===== src/rtl/spi_xfer_ctrl.sv =====
`default_nettype none
// ============================================================================
//  Module   : spi_xfer_ctrl
//  Purpose  : SPI mode-0 master transfer sequencer. Drives sclk/csN and
//             issues load/shift strobes to an external shift register,
//             then captures the received word from that register's parallel
//             output when the transfer completes.
//  Revision : 1.0  initial release
// ----------------------------------------------------------------------------
//  Parameters
//    width         bits per transfer (2..32)
//    clkDiv        sclk half-period in clk cycles (1..255)
//  Ports
//    clk           system clock, rising-edge active
//    resetN        asynchronous active-low reset
//    start         transfer request, honoured only while idle
//    abort         terminates an active transfer on the next edge
//    srParallelOut parallel output of the attached shift register
//    srLoad        one-cycle parallel-load strobe (first SETUP cycle)
//    srShift       one-cycle shift strobe (first cycle of each sclk high)
//    sclk          SPI clock, idles low
//    csN           active-low chip select
//    busy          high whenever the sequencer is not idle
//    done          one-cycle pulse on normal completion
//    rxData        received word, captured on entry to DONE
// ============================================================================
module spi_xfer_ctrl #(
    parameter int width  = 8,
    parameter int clkDiv = 2
) (
    input  logic             clk,
    input  logic             resetN,
    input  logic             start,
    input  logic             abort,
    input  logic [width-1:0] srParallelOut,
    output logic             srLoad,
    output logic             srShift,
    output logic             sclk,
    output logic             csN,
    output logic             busy,
    output logic             done,
    output logic [width-1:0] rxData
);

    // Counter widths: the half-period counter only ever reaches clkDiv-1,
    // the bit counter reaches exactly width at the end of a transfer.
    localparam int PW = $clog2(clkDiv + 1);
    localparam int BW = $clog2(width + 1);

    localparam logic [PW-1:0] C_PHASE_LAST = PW'(clkDiv - 1);
    localparam logic [BW-1:0] C_BITS       = BW'(width);

    localparam logic [2:0] ST_IDLE  = 3'd0;
    localparam logic [2:0] ST_SETUP = 3'd1;
    localparam logic [2:0] ST_HIGH  = 3'd2;
    localparam logic [2:0] ST_LOW   = 3'd3;
    localparam logic [2:0] ST_HOLD  = 3'd4;
    localparam logic [2:0] ST_DONE  = 3'd5;

    logic [2:0]       state_q,   state_d;
    logic [PW-1:0]    phase_q,   phase_d;
    logic [BW-1:0]    bit_q,     bit_d;

    logic             srLoad_q,  srLoad_d;
    logic             srShift_q, srShift_d;
    logic             sclk_q,    sclk_d;
    logic             csN_q,     csN_d;
    logic             busy_q,    busy_d;
    logic             done_q,    done_d;
    logic [width-1:0] rxData_q,  rxData_d;

    logic             w_phase_last;
    logic [BW-1:0]    w_bit_next;

    assign w_phase_last = (phase_q == C_PHASE_LAST);
    assign w_bit_next   = bit_q + BW'(1);

    // ------------------------------------------------------------------
    // State and output registers
    // ------------------------------------------------------------------
    always_ff @(posedge clk or negedge resetN) begin
        if (!resetN) begin
            state_q   <= ST_IDLE;
            phase_q   <= '0;
            bit_q     <= '0;
            srLoad_q  <= 1'b0;
            srShift_q <= 1'b0;
            sclk_q    <= 1'b0;
            csN_q     <= 1'b1;
            busy_q    <= 1'b0;
            done_q    <= 1'b0;
            rxData_q  <= '0;
        end else begin
            state_q   <= state_d;
            phase_q   <= phase_d;
            bit_q     <= bit_d;
            srLoad_q  <= srLoad_d;
            srShift_q <= srShift_d;
            sclk_q    <= sclk_d;
            csN_q     <= csN_d;
            busy_q    <= busy_d;
            done_q    <= done_d;
            rxData_q  <= rxData_d;
        end
    end

    // ------------------------------------------------------------------
    // Next-state logic (state plus the two counters)
    // ------------------------------------------------------------------
    always_comb begin
        state_d = state_q;
        case (state_q)
            ST_IDLE:  if (start)        state_d = ST_SETUP;
            ST_SETUP: if (w_phase_last) state_d = ST_HIGH;
            ST_HIGH:  if (w_phase_last) state_d = (w_bit_next == C_BITS) ? ST_HOLD : ST_LOW;
            ST_LOW:   if (w_phase_last) state_d = ST_HIGH;
            ST_HOLD:  if (w_phase_last) state_d = ST_DONE;
            ST_DONE:                    state_d = ST_IDLE;
            default:                    state_d = ST_IDLE;
        endcase

        // Abort overrides everything outside IDLE; in IDLE it is ignored so
        // a simultaneous start still launches a transfer.
        if (abort && (state_q != ST_IDLE)) begin
            state_d = ST_IDLE;
        end

        // The half-period counter restarts on every phase change, which
        // also covers clkDiv=1 where each phase lasts a single cycle.
        if ((state_d == state_q) && (state_d != ST_IDLE)) begin
            phase_d = phase_q + PW'(1);
        end else begin
            phase_d = '0;
        end

        // Bit counter advances as each sclk-high phase ends.
        if ((state_d == ST_IDLE) || (state_q == ST_IDLE)) begin
            bit_d = '0;
        end else if ((state_q == ST_HIGH) && w_phase_last) begin
            bit_d = w_bit_next;
        end else begin
            bit_d = bit_q;
        end
    end

    // ------------------------------------------------------------------
    // Output logic. Values are derived from the upcoming state so that the
    // registered outputs line up with the state they belong to.
    // ------------------------------------------------------------------
    always_comb begin
        srLoad_d  = (state_d == ST_SETUP) && (state_q != ST_SETUP);
        srShift_d = (state_d == ST_HIGH)  && (state_q != ST_HIGH);
        sclk_d    = (state_d == ST_HIGH);
        csN_d     = !((state_d == ST_SETUP) || (state_d == ST_HIGH) ||
                      (state_d == ST_LOW)   || (state_d == ST_HOLD));
        busy_d    = (state_d != ST_IDLE);
        done_d    = (state_d == ST_DONE);

        // Capture on entry to DONE so rxData is valid alongside done.
        rxData_d = rxData_q;
        if ((state_d == ST_DONE) && (state_q != ST_DONE)) begin
            rxData_d = srParallelOut;
        end
    end

    assign srLoad  = srLoad_q;
    assign srShift = srShift_q;
    assign sclk    = sclk_q;
    assign csN     = csN_q;
    assign busy    = busy_q;
    assign done    = done_q;
    assign rxData  = rxData_q;

endmodule
`default_nettype wire

===== config.mk =====
export PLATFORM = sky130hd
export DESIGN_NAME = spi_xfer_ctrl
export DESIGN_NICKNAME = d
export VERILOG_FILES = /design/src/rtl/spi_xfer_ctrl.sv
export SDC_FILE = /design/constraint.sdc
export NUM_CORES = 1
export LEC_CHECK = 0
export ABC_AREA = 1
export CAP_MARGIN = 20
export CORE_ASPECT_RATIO = 0.75
export CORE_UTILIZATION = 53
export CTS_CLUSTER_DIAMETER = 120
export DETAILED_ROUTE_END_ITERATION = 8
export PLACE_DENSITY_LB_ADDON = 0.15
export SLEW_MARGIN = 20
export SYNTH_ARGS = -nofsm -noshare
export SYNTH_HDL_FRONTEND = slang
export SYNTH_SLANG_ARGS = --single-unit

===== constraint.sdc =====
create_clock -name clk -period 3.4 [get_ports clk]
set_input_delay 0.68 -clock clk [delete_from_list [all_inputs] [get_ports clk]]
set_output_delay 0.68 -clock clk [all_outputs]
set_load 0.02 [all_outputs]

# Word-level counts from Yosys, hierarchy flattened
# Cells that the tools add are included.
dict set report totals {
  elab_cells 54
  register_bits 23
  output_inout_bits 14
  input_bits 12
}
dict set report op_classes {
  n_eq_ne 15
  addsub 2
  muxes 10
  n_reduce_logical 17
}
# op n
set ops {}
lappend ops {{$mux W3} 6}
lappend ops {{$eq A3 B2 Y1 const B} 4}
lappend ops {{$pmux W3 S4} 1}
lappend ops {{$eq A3 B3 Y1 const B} 3}
lappend ops {{$mux W4} 2}
lappend ops {{$eq A3 B1 Y1 const B} 2}
lappend ops {{$logic_and A1 B1 Y1} 6}
lappend ops {{$logic_not A3 Y1} 2}
lappend ops {{$reduce_bool A3 Y1} 2}
lappend ops {{$add A4 B1 Y4 const B} 1}
lappend ops {{$eq A4 B4 Y1 const B} 1}
lappend ops {{$logic_or A1 B1 Y1} 4}
lappend ops {{$eq A3 B3 Y1} 1}
lappend ops {{$ne A3 B1 Y1 const B} 1}
lappend ops {{$ne A3 B2 Y1 const B} 1}
lappend ops {{$ne A3 B3 Y1 const B} 1}
lappend ops {{$add A2 B1 Y2 const B} 1}
lappend ops {{$eq A2 B1 Y1 const B} 1}
lappend ops {{$mux W2} 1}
lappend ops {{$reduce_bool A2 Y1} 1}
lappend ops {{$reduce_or A2 Y1} 1}
lappend ops {{$logic_not A1 Y1} 1}

# Longest topological paths before layout
dict set report logic_depth {
  depth_word 11
  depth_mapped 13
  depth_no_buf 13
}

# Worst setup path before layout
# Ideal clock, no wire load.
dict set report synth_timing {
  kind {input to register}
  from {in start}
  to {reg rxData_q[0] (netlist: rxData[0])}
  slack_ps 1898
  t_arrival_ps 1387
  stages 10
  path_buffers 0
  cell_sequence {inv_1 > nor2_4 > nor2_4 > nand2_4 > nand2_4 > nor2_4 > nand2_4 > clkinv_8 > nand2_2 > nand2_2}
}
dict set report synth_between {
  elab_chain_cells 5
}
# element line
set synth_lines {}
lappend synth_lines {{start, declared} 33} ;# input logic start,
lappend synth_lines {{$mux W3} 113} ;# ST_IDLE: if (start) state_d = ST_SETUP;
lappend synth_lines {{$pmux W3 S4} 112} ;# case (state_q)
lappend synth_lines {{$mux W3} 124} ;# if (abort && (state_q != ST_IDLE)) begin
lappend synth_lines {{$eq A3 B3 Y1} --}
lappend synth_lines {{net done_d} 69} ;# logic done_q, done_d;
lappend synth_lines {{$logic_and A1 B1 Y1} 161} ;# if ((state_d == ST_DONE) && (state_q != ST_DONE)) begin
lappend synth_lines {{end signal, assigned} 103} ;# rxData_q <= rxData_d;
lappend synth_lines {{end, declared} 70} ;# logic [width-1:0] rxData_q, rxData_d;
# The timed path passes the listed nets, and every way through them passes these cells.
# A chain may end at the register's enable or synchronous reset.

# Final worst setup path
dict set report layout_timing {
  from {reg csN_q (netlist: csN)}
  to {out csN}
}
# element line
set layout_lines {}
lappend layout_lines {{start, declared} 67} ;# logic csN_q, csN_d;
lappend layout_lines {{start signal, assigned} 100} ;# csN_q <= csN_d;
lappend layout_lines {{end, declared} 39} ;# output logic csN,
# No word-level cell between the ends.

==> out/qor.txt <==
GRT overflow -> 0
starting utilization of the core area -> 0.573
max incr delay on CP -> 0.59 ns
most frequent cells in the layout -> nand2_2, clkdlybuf4s50_1, nand2_1
Final Cycle Share -> 0.625
outcome -> completed
Vias -> 862
Residual DRC -> 0
Reg clk slew, reported paths -> 0.13 ns
drt wl/cell -> 12.0 µm
RSZ-0062 raised after global routing -> false
final WL -> 2120 µm
CTS Buffer Depth -> 2
Hold Buf Count CTS -> 0
leakage power -> 0.729 nW
Root Buffer -> clkbuf_4
share of layout cells above drive strength 1 -> 0.294
Slew @ Worst Pin -> 0.502 ns
Rel. slew slack -> 0.665
final instance area -> 1470 µm²
min Tclk post-route -> 2.13 ns
endpoints failing setup -> 0
Pre-Repair DR Iteration Count -> 4
Data required, critical path -> 2.72 ns
area grow syn2layout -> 26.2%
CP max-delay cell -> clkdlybuf4s50_1
max cap viols -> 0
fin util -> 0.724
Syn. warnings -> 0
syn nets -> 138
fin. max-slew vios -> 0
Die Y -> 42.6 µm
number of global-route vias before repair -> 865
register area share after synthesis -> 0.495
IO Pins -> 26
# rows -> 14
Hold Path Class -> in2async
drt initial violations -> 21
CP Capture Type -> output pin
R2R setup slack -> 1.70 ns
DIE WIDTH -> 56.1 µm
All-Layer GR Usage -> 0.206
initial antenna violation count -> 0
Post-Syn Area -> 1160 µm²
largest net degree at the start of global routing -> 24
Worst path top cell family by delay -> buffers and inverters
Num CTS Buffers -> 3
die area -> 2390 µm²
global-route wire length before repair -> 3740 µm
CP cell instances -> clkdlybuf4s50_1
Mapped Cells -> 124
TritonCTS clock tree -> built
H-tree levels -> 1
Layout Skew -> 0.00543 ns
dpl hpwl -> 1660 µm
Fin. Hold Viols -> 0
ANT nets after route -> 0
Peak VDD IR -> 0.000490 V
Buf/Inv on CP -> 1
Worst Path Arrival -> 1.45 ns
Setup Fix Bufs, Post-CTS -> 0
Port Buffers -> 25
CP Max Fanout -> 1
GPL Wtd Cong -> 0.873
Post-Route Setup TNS -> 0 ns
CP Launch Type -> flip-flop
# diodes -> 0
#FFs+latches synth -> 23
WS Path Type -> reg2out
post-synth cell types -> 22
DP Area -> 1450 µm²
core area -> 2030 µm²
TritonCTS Sinks -> 23
Avg Inst Size Synth -> 9.39 µm²
clock latency on the worst-skew pair -> 0.31 ns
vias per cell -> 4.87
Nets -> 168
Fmax achieved -> 470 MHz
Resize count post-CTS -> 0
Critical Path Stages -> 1
R2R depth -> 12
power density cells -> 574 nW/µm²
## stage by stage
step           hold WS [ns]  worst slack (ns)  power [mW]  cells
2_1_floorplan         0.384              1.90       0.606    124
3_3_place_gp          0.419              1.42       0.713    173
3_5_place_dp          0.454              1.36       0.728    173
4_1_cts               0.472              1.25       0.855    177
5_1_grt               0.333              1.22       0.903    177
6_report              0.312              1.27       0.844    177
## cells in the mapped netlist, drive strengths merged
library cell / instances / share of area
nand2: 51 / 0.24
dfrtp: 22 / 0.47
nor2: 14 / 0.073
inv: 12 / 0.041
nand3: 11 / 0.060
a21oi: 2 / 0.0086
ha: 2 / 0.021
nand4: 2 / 0.011
o21ai: 2 / 0.0086
clkinv: 1 / 0.014
dfstp: 1 / 0.023
nor3: 1 / 0.0043
o31ai: 1 / 0.0064
xnor2: 1 / 0.0075
xor2: 1 / 0.0075
## registers in the layout, summed over array words and instances (netlist names)
| signal | cells |
|---|---|
| rxData | 8 |
| phase_q | 2 |
| state_q | 3 |
| sclk | 1 |
| busy | 1 |
| done | 1 |
| srLoad | 1 |
| csN | 1 |
| srShift | 1 |
| bit_q | 4 |
## power by group
part | switching, mW | internal (mW)
Sequential | 0.0241 | 0.322
Clock | 0.0821 | 0.0450
Combinational | 0.233 | 0.138
## logic make-up after synthesis
logic type | synth area share
XOR/XNOR | 0.0150
AND/OR/NAND/NOR | 0.390
adder cells (fa/ha/maj) | 0.0215
flip-flops | 0.495
AO/OA/AOI/OAI | 0.0236
buffers and inverters | 0.0548
## per-layer routing
layer,part of all wire,vias up,track usage
met4,0.0052,0,0.0439
met2,0.52,17,0.348
li1,-,445,-
met5,0,-,0
met3,0.034,2,0.0586
met1,0.44,398,0.267
## area by class of cell
class	count	area, µm²
fillers	161	562
multi-input cells	88	524
clock buffers	3	22.5
well taps	24	30.0
repair buffers	25	245
inverters	13	63.8
clock inverters	1	7.51
flip-flops and latches	23	577
## worst paths after layout
path / startpoint / endpoint
max in group asynchronous: resetN / csN
min reg2reg: phase_q[0] / phase_q[0]
max reg2reg: phase_q[1] / rxData[1]
min: resetN / state_q[2]
max: csN / csN
min in group clk: phase_q[0] / phase_q[0]
Note: power is estimated with default switching activity, not from simulation.
